[src/rtl/id_scoreboard_pkg.sv]
// Shared decode definitions for the ID-stage register scoreboard and the
// control unit: opcode/register types, counter sizing and operand-usage
// helpers.
package id_scoreboard_pkg;

  typedef logic [4:0] reg_addr_t;

  // RV32I major opcodes (instr[6:0]).
  typedef enum logic [6:0] {
    OP_LOAD           = 7'b0000011,
    OP_FENCE          = 7'b0001111,
    OP_ARITHMETIC_IMM = 7'b0010011,
    OP_AUIPC          = 7'b0010111,
    OP_STORE          = 7'b0100011,
    OP_ARITHMETIC_REG = 7'b0110011,
    OP_LUI            = 7'b0110111,
    OP_BRANCH         = 7'b1100011,
    OP_JALR           = 7'b1100111,
    OP_JAL            = 7'b1101111,
    OP_SYSTEM         = 7'b1110011
  } opcode_t;

  localparam int NUM_REGS = 32;

  // Counters are sized for the deepest legal MAX_PENDING (7), so one width
  // serves every instance regardless of the chosen depth.
  localparam int MAX_PENDING_LIMIT = 7;
  localparam int SB_CNT_W          = $clog2(MAX_PENDING_LIMIT + 1);

  function automatic logic uses_rs1(opcode_t op);
    return op inside {OP_LOAD, OP_STORE, OP_ARITHMETIC_IMM, OP_ARITHMETIC_REG,
                      OP_BRANCH, OP_JALR};
  endfunction

  function automatic logic uses_rs2(opcode_t op);
    return op inside {OP_STORE, OP_ARITHMETIC_REG, OP_BRANCH};
  endfunction

  function automatic logic writes_rd(opcode_t op);
    return op inside {OP_LOAD, OP_ARITHMETIC_IMM, OP_ARITHMETIC_REG, OP_JAL,
                      OP_JALR, OP_AUIPC, OP_LUI};
  endfunction

endpackage

[src/rtl/id_scoreboard_entry.sv]
// Per-register pending-write counter. One instance per architectural
// register x1..x31; x0 has no entry.
module sb_entry
  import id_scoreboard_pkg::*;
(
  input  logic                clk_i,
  input  logic                rst_ni,
  input  logic                inc_i,
  input  logic                wb_hit_i,
  output logic [SB_CNT_W-1:0] cnt_o,
  output logic                busy_o,
  output logic                underflow_o
);

  logic dec;

  // A writeback only retires a write that is actually outstanding; one that
  // finds the counter empty is reported instead of wrapping.
  assign dec         = wb_hit_i && (cnt_o != '0);
  assign underflow_o = wb_hit_i && (cnt_o == '0);
  assign busy_o      = (cnt_o != '0);

  // Count issues up and retirements down; simultaneous inc/dec cancel.
  // NOTE: sequential state uses non-blocking assignments so every flop
  // samples pre-edge values regardless of block evaluation order.
  always_ff @(posedge clk_i or negedge rst_ni) begin
    if (!rst_ni) begin
      cnt_o <= '0;
    end else if (inc_i && !dec) begin
      cnt_o <= cnt_o + SB_CNT_W'(1);
    end else if (dec && !inc_i) begin
      cnt_o <= cnt_o - SB_CNT_W'(1);
    end
  end

endmodule

[src/rtl/id_scoreboard.sv]
// Register scoreboard and issue controller for the ID stage.
// Tracks in-flight register writes, gates issue on RAW hazards and
// pending-write overflow, and keeps a sticky error flag plus a saturating
// stall-cycle counter for debug.
// Optional feature macro: SB_FORWARD_EN -- when defined, only LOAD
// destinations are tracked (other results are covered by forwarding).
module id_scoreboard
  import id_scoreboard_pkg::*;
#(
  parameter int MAX_PENDING = 3,
  parameter int STALL_CNT_W = 32
) (
  input  logic                   clk_i,
  input  logic                   rst_ni,
  input  logic                   id_valid_i,
  output logic                   id_ready_o,
  input  opcode_t                op_i,
  input  reg_addr_t              rd_i,
  input  reg_addr_t              rs1_i,
  input  reg_addr_t              rs2_i,
  input  logic                   flush_i,
  input  logic                   wb_valid_i,
  input  reg_addr_t              wb_rd_i,
  output logic [31:0]            busy_o,
  output logic [STALL_CNT_W-1:0] stall_cnt_o,
  output logic                   sb_err_o
);

  logic [SB_CNT_W-1:0] cnt [NUM_REGS];
  logic [SB_CNT_W-1:0] eff [NUM_REGS];
  logic [31:0]         busy_vec;
  logic [31:0]         underflow_vec;
  logic                rd_tracked;
  logic                raw_hazard;
  logic                waw_overflow;
  logic                fire;
  logic                stall_event;

`ifdef SB_FORWARD_EN
  // ALU/jump/upper-immediate results are forwarded; only loads need tracking.
  assign rd_tracked = writes_rd(op_i) && (op_i == OP_LOAD);
`else
  assign rd_tracked = writes_rd(op_i);
`endif

  // Per-register counters; x0 is hard-wired empty.
  for (genvar r = 0; r < NUM_REGS; r++) begin : g_entry
    if (r == 0) begin : g_x0
      assign cnt[r]           = '0;
      assign busy_vec[r]      = 1'b0;
      assign underflow_vec[r] = 1'b0;
    end else begin : g_reg
      sb_entry u_entry (
        .clk_i       (clk_i),
        .rst_ni      (rst_ni),
        .inc_i       (fire && rd_tracked && (rd_i == reg_addr_t'(r))),
        .wb_hit_i    (wb_valid_i && (wb_rd_i == reg_addr_t'(r))),
        .cnt_o       (cnt[r]),
        .busy_o      (busy_vec[r]),
        .underflow_o (underflow_vec[r])
      );
    end
  end

  // Effective counts: a writeback this cycle is already visible to ID.
  // NOTE: always_comb assigns a default before any conditional update so no
  // path leaves a value held, which would infer a latch.
  always_comb begin
    for (int r = 0; r < NUM_REGS; r++) begin
      eff[r] = cnt[r];
      if (wb_valid_i && (wb_rd_i == reg_addr_t'(r)) && (cnt[r] != '0)) begin
        eff[r] = cnt[r] - SB_CNT_W'(1);
      end
    end
  end

  assign raw_hazard   = (uses_rs1(op_i) && (rs1_i != '0) && (eff[rs1_i] != '0)) ||
                        (uses_rs2(op_i) && (rs2_i != '0) && (eff[rs2_i] != '0));
  assign waw_overflow = rd_tracked && (rd_i != '0) &&
                        (eff[rd_i] == SB_CNT_W'(MAX_PENDING));

  assign id_ready_o  = !(raw_hazard || waw_overflow);
  assign fire        = id_valid_i && id_ready_o && !flush_i;
  assign stall_event = id_valid_i && !id_ready_o && !flush_i;
  assign busy_o      = busy_vec;

  // Saturating count of cycles a valid, unflushed instruction was held.
  always_ff @(posedge clk_i or negedge rst_ni) begin
    if (!rst_ni) begin
      stall_cnt_o <= '0;
    end else if (stall_event && (stall_cnt_o != '1)) begin
      stall_cnt_o <= stall_cnt_o + STALL_CNT_W'(1);
    end
  end

  // Sticky flag for a writeback that found no outstanding write.
  always_ff @(posedge clk_i or negedge rst_ni) begin
    if (!rst_ni) begin
      sb_err_o <= 1'b0;
    end else if (|underflow_vec) begin
      sb_err_o <= 1'b1;
    end
  end

endmodule

[config.mk]
export PLATFORM = sky130hd
export DESIGN_NAME = id_scoreboard
export DESIGN_NICKNAME = d
export VERILOG_FILES = /design/src/rtl/id_scoreboard_pkg.sv /design/src/rtl/id_scoreboard_entry.sv /design/src/rtl/id_scoreboard.sv
export SDC_FILE = /design/constraint.sdc
export NUM_CORES = 1
export LEC_CHECK = 0
export ABC_AREA = 1
export BUFFER_PORTS_ARGS = -buffer_cell sky130_fd_sc_hd__buf_2
export CORE_MARGIN = 2
export CORE_UTILIZATION = 60
export DETAILED_ROUTE_END_ITERATION = 7
export PLACE_DENSITY = 0.79
export SLEW_MARGIN = 20
export SYNTH_ARGS = -nofsm -noshare
export SYNTH_HDL_FRONTEND = slang
export SYNTH_HIERARCHICAL = 1
export SYNTH_SLANG_ARGS = --single-unit
[constraint.sdc]
create_clock -name clk_i -period 8.9 [get_ports clk_i]
set_input_delay 1.335 -clock clk_i [delete_from_list [all_inputs] [get_ports clk_i]]
set_output_delay 1.335 -clock clk_i [all_outputs]
set_load 0.02 [all_outputs]
==> summary.md, run 1 <==
| Metric | Value |
|---|---|
| Outcome | finished clean |
| Synth Net Count | 2450 |
| Static leakage | 0.00789 uW |
| Clock latency on the worst-skew pair | ~0.44 ns |
| CP Cell Sequence | buf_2 > nand2_1 > buf_4 > inv_2 > nand3_1 > o21ai_0 > nand4_1 > nand2_1 > nand2_1 > nand2_1 > nand3_1 > nand2_1 > nand2_1 > nand3_1 > nand3_2 > inv_2 > buf_2 |
| TritonCTS Buffers | 17 |
| Residual DRC count | 0 |
| Final HPWL DP | 35300 um |
| Routing usage on met1 | 49.0% |
| Slew headroom | 37.8% |
| Iter 0 DRT Violations | 1709 |
| Die Footprint | between 20000 and 25000 um2 |
| Drt pass-1 iters | 6 |
| Most frequent cells in the layout | nand2_1, inv_1, nand3_1 |
| Worst-path clk slew | 0.06 ns |
| Hold buffers post-CTS | 0 |
| Worst Skew | around 0.013 ns |
| CP required | between 7 and 8 ns |
| Final setup violation count | 0 |
| TritonCTS clock tree | built |
| Wirelength per Cell | 16.9 um |
| Via density per instance | 5.71 |
| CP Launch Type | input pin |
| Non-Filler Instances | 2697 |
| Post-CTS setup buffers | 0 |
| Max cap viols | 0 |
| Routability Congestion | 1.00 |
| Hold violation count in the final report | 0 |
| Yosys warning count | 6 |
| Vias in the first global route | 14228 |
| Final period utilization | 70.7% |
| Tightest Pin Transition | 0.933 ns |
| Mean Syn Cell Area | 6.11 um2 |
| Peak VDD IR | 0.000133 V |
| Setup CP Type | input pin to primary output |
| Post_cts resized | 0 |
| Yosys cell types | 30 |
| Final Instance Area | roughly 15000 um2 |
| Worst path top cell family by delay | simple AND/OR/NAND/NOR gates |
| Crit-path max FO | between 50 and 60 |
| Worst Reg-to-Reg Cells | 27 |
| Initial antenna violation count | 1 |
| Syn-to-layout area delta | 9.69% |
| Met2 usage in global routing | 59.9% |
| Final Max Slew Viols | 0 |
| RSZ-0062 raised after global routing | false |
| Mapped Cells | 2293 |
| Die Height | 157 um |
| Largest net degree at the start of global routing | 66 |
| Initial Utilization | between 60 and 70% |
| PD cells | 161 nW/um2 |
| Worst Hold Path EP | g_entry[9].g_reg.u_entry/cnt_o[2] |
| Min-delay src | g_entry[9].g_reg.u_entry/cnt_o[2] |
| Placed Area | 14800 um2 |
| R2r setup slk | 3.82 ns |
| Critical Path Start | wb_rd_i[4] |
| Die Width | about 160 um |
| Post-Syn Area | roughly 14000 um2 |
| Seq/Total Area, Yosys | between 20% and 30% |
| FP Rows | 55 |
| Fmax | 159 MHz |
| Via count | between 15000 and 20000 |
| Critical Path Slowest Stage Cell | inv_2 |
| Global-route wire length before repair | ~72000 um |
| Sum of negative setup slack | 0 ns |
| Buffers on Ports | 96 |
| Synthesized flop and latch total | 126 |
| GRT overflow | 0 |
| Crit path largest cell delay | 0.71 ns |
| Layout cell share with drive strength beyond 1 | approximately an eighth |
| WP data arrival | 4.95 ns |
| # fillers | 2055 |
| Post-Place Cells | 2664 |
| Htree depth | 4 |
| CORE AREA | about 23000 um2 |
| WHS Path Cells | 2 |
| Total GRT Usage | a little under two fifths |
| Min Tclk post-route | between 6 and 7 ns |
| Hold_ws | 0.503 ns |
| Num ports | 98 |
| CTS sink count | 126 |
| Worst path most repeated cell | nand2_1 |
| Total wire length | around 46000 um |
| Clk buf depth | 2 |
| Clk root buf | clkbuf_16 |
| CP Capture Type | primary output |
| Post-layout nets | 2527 |
| End-of-flow core utilization | 67.4% |
| Commonest non-fill, non-tap cell in the layout | nand2_1 |
| Reg2reg start | g_entry[30].g_reg.u_entry/cnt_o[0] |
| Type of the most critical hold path | flop to flop |
| Post-DRT Antenna Nets | 0 |
| GRT met3 Usage | 7.37% |
| Buf/Inv on CP | 5 |
| Critical R2R Capture | g_entry[21].g_reg.u_entry/cnt_o[2] |
| GRT busiest layer | met2 |
[worst register-to-register path, cell delays in order, from the launching register on]
cell and delay, ns:
dfrtp_1 0.50, inv_1 0.13, ha_1 0.23, ha_1 0.18, inv_1 0.15, nand3_1 0.18, nand2_1 0.12, nand2_1 0.09
nand3_1 0.14, nand2_1 0.07, nand2_1 0.09, nor2_1 0.04, nor2_1 0.08, nor2_1 0.07, nand3_1 0.12, nand2_1 0.06
nand2_1 0.07, nand3_2 0.57, inv_2 0.29, nand3_2 0.53, nor2_1 0.30, ha_1 0.23, inv_2 0.06, fa_1 0.40
nand2_2 0.10, nand3_1 0.08, nand2_1 0.06, nand2_1 0.06
[worst max-delay path by stage]
stage,depth (start not counted),slack (ns),endpoint
6_report,17,2.61,id_ready_o
5_1_grt,25,2.29,g_entry[23].g_reg.u_entry/cnt_o[2]
4_1_cts,17,2.70,id_ready_o
3_5_place_dp,25,2.35,g_entry[27].g_reg.u_entry/cnt_o[2]
3_3_place_gp,25,2.51,g_entry[17].g_reg.u_entry/cnt_o[2]
2_1_floorplan,24,4.59,g_entry[18].g_reg.u_entry/cnt_o[2]
[per-layer routing]
layer | part of all wire (%) | wire length (um)
met1 | 41 | 18600
met2 | 45 | 20300
met3 | 9.5 | 4300
met4 | 5.0 | 2290
met5 | 0 | 0
[Yosys cell counts]
library cell	n	area [um2]
o21ai_0	20	100
dfrtp_1	126	3150
a221oi_1	1	8.76
buf_2	17	85.1
a21oi_1	10	50.1
and2_1	5	31.3
inv_1	349	1310
inv_2	65	244
fa_1	31	621
nor4_1	17	106
clkbuf_1	27	101
nand2_1	760	2850
nand3_2	3	30.0
nand3_1	222	1110
nor3_1	16	80.1
buf_1	3	11.3
nand2_2	31	194
ha_1	94	1180
o211ai_1	2	15.0
nor2_2	40	250
buf_4	1	7.51
a31oi_1	3	18.8
nor2_1	209	785
or3_1	1	6.26
o21ai_1	3	15.0
conb_1	1	3.75
xnor2_1	39	342
xor2_1	22	193
nand4_1	169	1060
nand3b_1	6	45.0
[where the power goes]
group | total, uW | internal (uW) | switching (uW) | leakage [uW]
clock | 743 | 421 | 322 | 0.000289
sequential | 739 | 635 | 104 | 0.00173
combinational | 995 | 324 | 671 | 0.00587
total | 2480 | 1380 | 1100 | 0.00789
[metrics by stage]
stage	worst slack (ns)	power, uW
after global placement	2.51	1680
after CTS	2.70	2460
after floorplan	4.59	1420
after detailed placement	2.35	1720
after global routing	2.29	2650
final	2.61	2480
[final cells by class]
type                       count  area [um2]  share of cell area, %
antenna                        1        2.50                 0.0163
clock buffer                  17         425                   2.77
clock inverter                15         173                   1.12
inverter                     414        1550                   10.1
multi-input combinational   1705        9100                   59.3
sequential                   126        3150                   20.5
tap                          313         392                   2.55
timing repair buffer         106         558                   3.63
[logic make-up after synthesis]
family / after synthesis / share of synthesized area [%]
compound gates: 39 / 1.48
xor+xnor: 61 / 3.82
fa+ha+maj: 125 / 12.8
buf+inv: 462 / 12.6
flops: 126 / 22.5
other cells: 1 / 0.0268
simple gates: 1479 / 46.8
[state kept, by name, summed over array words and instances (netlist names)]
register / cells
sb_err_o: 1
g_entry.g_reg.u_entry/cnt_o: 93
stall_cnt_o: 32
Power figures use the tool's default switching activity.
==> inputs of run 2 (changes only) <==
Settings changed: ABC_AREA 1 to 0, PLACE_DENSITY 0.79 to 0.8.
Clock period 8.9 ns to 6.4 ns, I/O delays scaled along.
==> summary.md, run 2 <==
| Metric | Value |
|---|---|
| Outcome | finished with violations |
| Failing checks | DRC |
| CP Cell Sequence | buf_2 > nand2_1 > buf_4 > nor3_1 > nor3_1 > a22o_1 > a211o_1 > a211oi_1 > o32ai_1 > o311ai_4 > buf_4 > inv_1 > buf_2 |
| Total wire length | 34600 um |
| Fmax | 177 MHz |
| Buf/Inv on CP | 5 |
| TritonCTS Buffers | 17 |
| Yosys warning count | 6 |
| Final setup violation count | 0 |
| CP required | between 5 and 6 ns |
| Area of the multi-input gates | 8000 um2 |
| Top FF cell, synth | dfrtp_1 |
| Initial Utilization | 61.4% |
| WHS Path Cells | 1 |
| Final period utilization | between 80% and 90% |
| Die Width | 145 um |
| Clk buf depth | 2 |
| Post_cts resized | 0 |
| Critical Path Slowest Stage Cell | nor3_1 |
| CTS sink count | ~130 |
| Commonest non-fill, non-tap cell in the layout | inv_1 |
| Seq/Total Area, Yosys | 26.3% |
| Residual DRC count | 2 |
| Die Footprint | approximately 21000 um2 |
| Worst-path clk slew | 0.07 ns |
| Synthesized flop and latch total | 126 |
| Initial antenna violation count | 0 |
| Top reg by flops | g_entry.g_reg.u_entry/cnt_o |
| # fillers | ~1600 |
| Syn-to-layout area delta | 11.5% |
| CP Capture Type | primary output |
| Peak VDD IR | 0.000172 V |
| Mapped Cells | 1373 |
| Pwr Total | 3370 uW |
| Mean Syn Cell Area | roughly 8.7 um2 |
| Wirelength per Cell | 19.9 um |
| Post-Syn Area | 12000 um2 |
| Area leader, netlist | dfrtp_1 |
| R2r setup slk | 0.85 ns |
| Final Max Slew Viols | 0 |
| Sum of negative setup slack | 0 ns |
| CP Launch Type | input pin |
| Max cap viols | 0 |
| Post-synthesis async set-or-reset flop share | between 90% and 100% |
| Total GRT Usage | 32.9% |
| Type of the most critical hold path | flop to flop |
| Most frequent cells in the layout | inv_1, nor2_1, dfrtp_1 |
| Post-CTS setup buffers | 0 |
| Min-delay src | stall_cnt_o[8] |
| Num ports | 98 |
| Htree depth | 4 |
| Global-route wire length before repair | 55500 um |
| Drt pass-1 iters | 8 |
| Clock latency on the worst-skew pair | 0.44 ns |
| Buffers on Ports | 96 |
| Worst path top cell family by delay | compound AO/OA/AOI/OAI gates |
| Hold violation count in the final report | 0 |
| Static leakage | 0.00578 uW |
| Iter 0 DRT Violations | about 1300 |
| Inserted Diodes | 0 |
| Vias in the first global route | roughly 11000 |
| Yosys top cell area share | 26.3% |
| RSZ-0062 raised after global routing | false |
| PD cells | 252 nW/um2 |
| Post-layout nets | 1620 |
| Number of synthesized flops with an enable pin | 0 |
| Crit-path max FO | 35 |
| Layout cell share with drive strength beyond 1 | about 18% |
| Min Tclk post-route | 5.64 ns |
| Die Height | between 100 and 150 um |
| Routability Congestion | about 1.0 |
| Via count | 11024 |
| Top cells by count, synth | inv_1, nor2_1, dfrtp_1 |
| Crit path largest cell delay | 0.55 ns |
| Tightest Pin Transition | 1.09 ns |
| Clk root buf | clkbuf_16 |
| WP data arrival | 4.68 ns |
| Worst Skew | roughly 0.020 ns |
| Final HPWL DP | 25600 um |
| Critical R2R Capture | g_entry[13].g_reg.u_entry/cnt_o[2] |
| Setup CP Type | input pin to primary output |
| Hold buffers post-CTS | 0 |
| Reg2reg start | g_entry[10].g_reg.u_entry/cnt_o[0] |
| Post-DRT Antenna Nets | 0 |
| Reg area | 3150 um2 |
| Worst Reg-to-Reg Cells | 19 |
| Area contributors post-synth | dfrtp_1, ha_1, xnor2_1, inv_1, fa_1 |
| CORE AREA | 19500 um2 |
| Most common cell in the netlist | inv_1 |
| Largest net degree at the start of global routing | 71 |
| Yosys cell types | 79 |
| GRT overflow | 0 |
| Synth Net Count | 1530 |
| Biggest regs | g_entry.g_reg.u_entry/cnt_o x93, stall_cnt_o x32, sb_err_o x1 |
| FP Rows | 51 |
| Slew headroom | 27.0% |
| Via density per instance | ~6.3 |
| Worst Hold Path EP | stall_cnt_o[8] |
| Max reg flops | 93 |
| TritonCTS clock tree | built |
==> run 2: metal layers <==
| layer | track usage (%) | up-vias | part of all wire (%) |
|---|---|---|---|
| met4 | 18.9 | 0 | 5.7 |
| met3 | 5.96 | 152 | 9.0 |
| li1 | - | 5028 | - |
| met2 | 51.4 | 620 | 45 |
| met1 | 43.2 | 5224 | 40 |
| met5 | 0 | - | 0 |
==> run 2: worst max-delay path by stage <==
stage | cells past startpoint | from | slack (ns) | to
after detailed placement | 17 | wb_rd_i[4] | 0.55 | g_entry[13].g_reg.u_entry/cnt_o[2]
final | 13 | wb_rd_i[1] | 0.76 | id_ready_o
after CTS | 13 | wb_rd_i[1] | 0.86 | id_ready_o
after floorplan | 20 | wb_rd_i[3] | 1.40 | g_entry[14].g_reg.u_entry/cnt_o[2]
after global routing | 13 | wb_rd_i[0] | 0.56 | id_ready_o
after global placement | 17 | wb_rd_i[4] | 0.78 | g_entry[15].g_reg.u_entry/cnt_o[2]
==> run 2: cell families (layout without fill, tap and decap cells) <==
kind of cell	after synthesis	in the layout	share of synthesized area [%]
other	1	1	0.0313
xor gates and xnor gates	147	147	10.7
muxes	56	56	5.36
adders and majority gates	125	125	15.0
AOI/OAI and AO/OA	143	143	9.50
and+or+nand+nor	559	559	25.9
DFF	126	126	26.3
buffers and inverters	216	319	7.17
==> run 2: report_power, final <==
group | switching [uW] | total [uW] | internal (uW)
logic | 718 | 1270 | 555
registers | 179 | 1060 | 885
clock network | 462 | 1030 | 565
==> run 2: cell type report <==
type / instances / area share [%]
Sequential cell: 126 / 23.6
Timing Repair Buffer: 117 / 4.79
Clock buffer: 17 / 3.18
Tap cell: 265 / 2.48
Clock inverter: 15 / 1.40
Multi-Input combinational cell: 1031 / 59.8
Inverter: 170 / 4.77
==> run 2: metrics by stage <==
| stage | worst slack [ns] | utilization (%) | std cells | hold WS (ns) | instance area (um2) |
|---|---|---|---|---|---|
| after floorplan | 1.40 | - | 1373 | 0.464 | 12000 |
| after global placement | 0.783 | 65.4 | 1709 | 0.471 | 12800 |
| after detailed placement | 0.553 | 65.4 | 1709 | 0.475 | 12800 |
| after CTS | 0.858 | 68.5 | 1741 | 0.491 | 13400 |
| after global routing | 0.562 | 68.5 | 1741 | 0.497 | 13400 |
| final | 0.761 | 68.5 | 1741 | 0.492 | 13400 |
